### src/rtl/fetch_unit_pkg.sv
// fetch_unit_pkg: shared widths, constants and the fetch buffer entry type
package fetch_unit_pkg;
    localparam int XLEN = 32;
    localparam logic [XLEN-1:0] NOP_INSTR = 32'h0000_0013;
    localparam logic [XLEN-1:0] RESET_PC_DEFAULT = 32'h0000_0000;
    typedef struct packed {
        logic [XLEN-1:0] pc;
        logic [XLEN-1:0] instr;
    } fetch_entry_t;
endpackage

### src/rtl/fetch_fifo.sv
// fetch_fifo: power-of-two circular buffer with push, pop, sync clear and occupancy count
module fetch_fifo #(
    parameter int DEPTH = 4,
    parameter int WIDTH = 64,
    localparam int CW = $clog2(DEPTH + 1),
    localparam int AW = $clog2(DEPTH)
) (
    input  logic             clock,
    input  logic             reset,
    input  logic             clear,
    input  logic             push,
    input  logic             pop,
    input  logic [WIDTH-1:0] push_data,
    output logic [WIDTH-1:0] head,
    output logic [CW-1:0]    count,
    output logic             empty
);
    logic [WIDTH-1:0] mem [DEPTH];
    logic [AW-1:0] wr_ptr, rd_ptr;
    assign head  = mem[rd_ptr];
    assign empty = count == '0;
    always_ff @(posedge clock) begin
        if (push && !clear) mem[wr_ptr] <= push_data;
    end
    always_ff @(posedge clock) begin
        if (reset || clear) begin
            wr_ptr <= '0;
            rd_ptr <= '0;
            count  <= '0;
        end else begin
            if (push) wr_ptr <= wr_ptr + AW'(1);
            if (pop) rd_ptr <= rd_ptr + AW'(1);
            count <= count + CW'(push) - CW'(pop);
        end
    end
    // upstream credit accounting must never let a push land on a full buffer
    assert property (@(posedge clock) disable iff (reset || clear) !(push && count == CW'(DEPTH)));
endmodule

### src/rtl/fetch_unit.sv
// fetch_unit: sequential PC fetch with credit-limited requests, response buffering and redirect flush
module fetch_unit
    import fetch_unit_pkg::*;
#(
    parameter logic [XLEN-1:0] RESET_PC = RESET_PC_DEFAULT,
    parameter int FIFO_DEPTH = 4
) (
    input  logic            clock,
    input  logic            reset,
    output logic            imem_req_valid,
    input  logic            imem_req_ready,
    output logic [XLEN-1:0] imem_req_addr,
    input  logic            imem_resp_valid,
    input  logic [XLEN-1:0] imem_resp_data,
    input  logic            redirect_valid,
    input  logic [XLEN-1:0] redirect_pc,
    output logic            out_valid,
    input  logic            out_ready,
    output logic [XLEN-1:0] out_pc,
    output logic [XLEN-1:0] out_instr
);
    localparam int CW = $clog2(FIFO_DEPTH + 1);
    logic [XLEN-1:0] fetch_pc, resp_pc, redirect_target;
    logic [CW-1:0] outstanding, drop, count;
    logic empty, req_fire, push, pop;
    fetch_entry_t push_entry, head;
    assign redirect_target = redirect_pc & ~32'h3;
    // live in-flight words plus buffered words must fit in the buffer
    assign imem_req_valid = !reset && !redirect_valid &&
        (({1'b0, count} + {1'b0, outstanding} - {1'b0, drop}) < (CW + 1)'(FIFO_DEPTH));
    assign imem_req_addr = fetch_pc;
    assign req_fire = imem_req_valid && imem_req_ready;
    assign push = imem_resp_valid && drop == '0 && !redirect_valid;
    assign out_valid = !reset && !empty && !redirect_valid;
    assign pop = out_valid && out_ready;
    assign push_entry = '{pc: resp_pc, instr: imem_resp_data};
    assign out_pc = head.pc;
    assign out_instr = head.instr;
    fetch_fifo #(.DEPTH(FIFO_DEPTH), .WIDTH($bits(fetch_entry_t))) u_fifo (
        .clock(clock),
        .reset(reset),
        .clear(redirect_valid),
        .push(push),
        .pop(pop),
        .push_data(push_entry),
        .head(head),
        .count(count),
        .empty(empty)
    );
    always_ff @(posedge clock) begin
        if (reset) begin
            fetch_pc    <= RESET_PC;
            resp_pc     <= RESET_PC;
            outstanding <= '0;
            drop        <= '0;
        end else if (redirect_valid) begin
            fetch_pc    <= redirect_target;
            resp_pc     <= redirect_target;
            outstanding <= outstanding - CW'(imem_resp_valid);
            drop        <= outstanding - CW'(imem_resp_valid);
        end else begin
            if (req_fire) fetch_pc <= fetch_pc + 32'd4;
            if (push) resp_pc <= resp_pc + 32'd4;
            outstanding <= outstanding + CW'(req_fire) - CW'(imem_resp_valid);
            if (imem_resp_valid && drop != '0) drop <= drop - CW'(1);
        end
    end
endmodule
### config.mk
export PLATFORM = sky130hd
export DESIGN_NAME = fetch_unit
export DESIGN_NICKNAME = d
export VERILOG_FILES = /design/src/rtl/fetch_unit_pkg.sv /design/src/rtl/fetch_fifo.sv /design/src/rtl/fetch_unit.sv
export SDC_FILE = /design/constraint.sdc
export NUM_CORES = 1
export LEC_CHECK = 0
export ABC_AREA = 1
export CAP_MARGIN = 25
export CORE_UTILIZATION = 45
export CTS_CLUSTER_SIZE = 14
export DETAILED_ROUTE_END_ITERATION = 6
export PLACE_DENSITY = 0.62
export RECOVER_POWER = 100
export SLEW_MARGIN = 25
export SYNTH_ARGS = -nofsm -noshare
export SYNTH_HDL_FRONTEND = slang
export SYNTH_SLANG_ARGS = --single-unit
### constraint.sdc
create_clock -name clock -period 7.48 [get_ports clock]
set_clock_uncertainty 0.15 [all_clocks]
set_input_delay 1.87 -clock clock [delete_from_list [all_inputs] [get_ports clock]]
set_output_delay 1.87 -clock clock [all_outputs]
set_load 0.005 [all_outputs]
==> results.cfg, run 1 <==
[final_layout]
fin_nets = 1672
final_layout_size_suffix_gt1_share_pct = 6.604
n_antenna_cell = 0
syn_to_final_growth_pct = 21.25
final_common_cell = edfxtp_1
final_cell_mix = 248 x edfxtp_1, 230 x nand2_1, 203 x nor2_1
n_fill_cell = 2727
layout.cells.non_filler = 2007

[power_and_ir_drop]
comb_power_share_pct = 7.8
switching_power_uw = 905.1
pwr-share-clk_pct = 41.2
power.share.switching_pct = 22.54
cellLeakagePower_nw = 6.388
ir_drop_uv = 134.9
power_density_nw_per_um2 = 230.9
p_int_mw = 3.111
seqPwrFrac_pct = 51.0
total_power_mw = 4.016

[clocking]
clk_transition_reported_paths_ps = 50
postCtsHoldBufs = 0
clockBufferDepth = 3
clock_latency_ps = 510
root_buffer = clkbuf_16
tritoncts = yes
post_cts_resized = 0
htreeDepth = 2
cts_setup_buffers = 0
cts.sinks = 323
cts_buffers = 36

[worst_setup_path]
reg2reg_slack_ps = 2840
end_kind = primary output
crit_buf_inv = 5
reg2reg_to = u_fifo.mem[2][60]
reg2reg_depth = 9
crit_path_start_kind = input port
cpPeakStageDelay_ps = 590
cp_cell_sequence = dlygate4sd3_1 -> buf_4 -> nor2_1 -> clkbuf_1 -> inv_1 -> nor2_1 -> clkdlybuf4s50_1
crit_start = redirect_valid
crit_family = buffers and inverters
worstPathArrival_ps = 4370
critical_path.slowest_cell = clkbuf_1
critPathMaxFanout = 41
critical_path_required_ps = 5460
reg2reg_from = drop[0]
path_class = input port to primary output
crit_path_frequent_cell = nor2_1

[place]
portBuffers = 161
gp_congestion = 0.8411
dp_hpwl_um = 20950
dpl.cell_count = 1944

[floorplan]
start_util_pct = 45.58
ios = 168
die_w_um = 180.6
die-area_um2 = 32600
die_h_um = 180.6
core_area_um2 = 31470
rows = 65

[global_route]
grt_pass1_wl_um = 54340
antenna_found_initial = 0
grt_pass1_vias = 10190
grt_overflow = 0
grt_usage_pct = 21.04
grt_max_degree = 82

[sta]
holdWs_ps = 325.0
slew_viol_final = 287
fmax_mhz = 156.6
worst_pin_slew_ps = 1970
fin_crit_sh_pct = 85.39
finalHoldViolCount = 0
rsz0062_at_grt = false
period_needed_ps = 6387
final-setup-viol-count = 0
final.setup.tns_ps = 0
slew_headroom_pct = -31.36

[worst_hold_path]
whs_path_depth = 2
worstHoldStart = u_fifo.rd_ptr[1]
hold_class = flip-flop to flip-flop

[synth]
ys_seq_area_share_pct = 62.38
synth-seq-cells = 323
syn_area_per_cell_um2 = 10.02
synthesis.area_um2 = 14350
synth-warning-count = 0
synthFlopType = edfxtp_1
synthArstFlopShare_pct = 0
yosysTopAreaCellShare_pct = 51.91
synth_cell_types = 42
synth_edf_count = 248
synth_area_leaders = edfxtp_1 52%, dfxtp_1 10%, nand2_1 6.0%, o21ai_0 5.9%, nor2_1 5.4%
synth_cells = 1432
synth_top_area_cell = edfxtp_1

[route]
drtIter0Drc = 695
drt-vias-per-instance = 5.339
vias = 10720
drc = 0
post_drt_wl_per_cell_um = 17.02
drt_pass1_iterations = 5
drtAntennaViolNets = 0
drt_wl_total_um = 34160

[status]
run_status = finished, violations left
violations = max-capacitance violations, max-slew violations

[run]
drv_cap = 6
cell usage after synthesis (15+ instances only):
master and n:
edfxtp_1 248, nand2_1 229, nor2_1 205, o21ai_0 168, inv_1 102, dfxtp_1 75, nand3_1 75, o22ai_1 62
a21oi_1 57, clkbuf_1 42, buf_2 20, ha_1 17, xor2_1 15
per-stage QoR:
step / setup slack [ps] / instance area [µm²] / utilization, %
finish: 1093 / 17400 / 55.27
global route: 877.8 / 17400 / 55.27
CTS: 1753 / 17420 / 55.34
detailed placement: 1754 / 16310 / 51.83
global placement: 1755 / 16310 / 51.83
floorplan: 1939 / 14360 / -
per-layer routing:
layer | GRT usage, % | vias to the layer above | wire [µm] | part of all wire (%)
met1 | 29.18 | 5115 | 15890 | 47
met2 | 34.28 | 303 | 15750 | 46
met3 | 2.971 | 53 | 1737 | 5.1
li1 | - | 5244 | - | -
met4 | 6.496 | 0 | 781 | 2.3
met5 | 0 | - | 0 | 0
worst reg2reg max path, cell delays in order (launching register included):
cell,delay [ps]
dfxtp_1,330
inv_1,100
ha_1,200
nand3_2,230
nor2_2,140
clkbuf_1,870
inv_1,440
nor2_1,1310
buf_16,250
buf_4,300
area by class of cell:
cell class | count | area [µm²] | share of cell area, %
Multi-Input combinational cell | 937 | 4715 | 27.10
Sequential cell | 323 | 8954 | 51.47
Timing Repair Buffer | 175 | 1712 | 9.840
Clock inverter | 16 | 135.1 | 0.7768
Clock buffer | 46 | 969.7 | 5.574
Inverter | 108 | 407.9 | 2.345
Tap cell | 402 | 503.0 | 2.891
power by group through the flow:
stage | combinational, mW | clock [mW] | sequential [mW]
4_1_cts | 0.336 | 1.69 | 2.05
3_3_place_gp | 0.329 | 0 | 2.08
5_1_grt | 0.355 | 1.77 | 2.06
2_1_floorplan | 0.179 | 0 | 2.07
3_5_place_dp | 0.334 | 0 | 2.08
6_report | 0.314 | 1.65 | 2.05
logic make-up (layout without fill, tap and decap cells):
group	after synthesis	in the layout	synth area share, %
compound gates	315	315	11.81
other cells	1	4	0.02614
buf+inv	175	345	4.858
simple gates	578	578	17.73
flops	323	323	62.38
fa+ha+maj	21	21	2.041
xor+xnor	19	19	1.160
registers in the layout, indices dropped and copies added, names as in the netlist, named ones only:
register       count
u_fifo.mem       248
imem_req_addr     30
resp_pc           30
drop               3
outstanding        3
u_fifo.count       3
u_fifo.rd_ptr      2
u_fifo.wr_ptr      2
worst max-delay path by stage:
stage	cells past startpoint	end	slack (ps)
floorplan	4	u_fifo.mem[0][0]	1940
finish	7	out_valid	1090
global route	7	out_valid	880
global placement	7	out_valid	1750
CTS	7	out_valid	1750
detailed placement	7	out_valid	1750
Power figures use the tool's default switching activity.
==> run 2: changes to the inputs <==
Settings changed: SETUP_SLACK_MARGIN set to 0.15.
==> results of run 2 <==
Same layout as run 1: the final DEF is identical, and so are final timing and power.
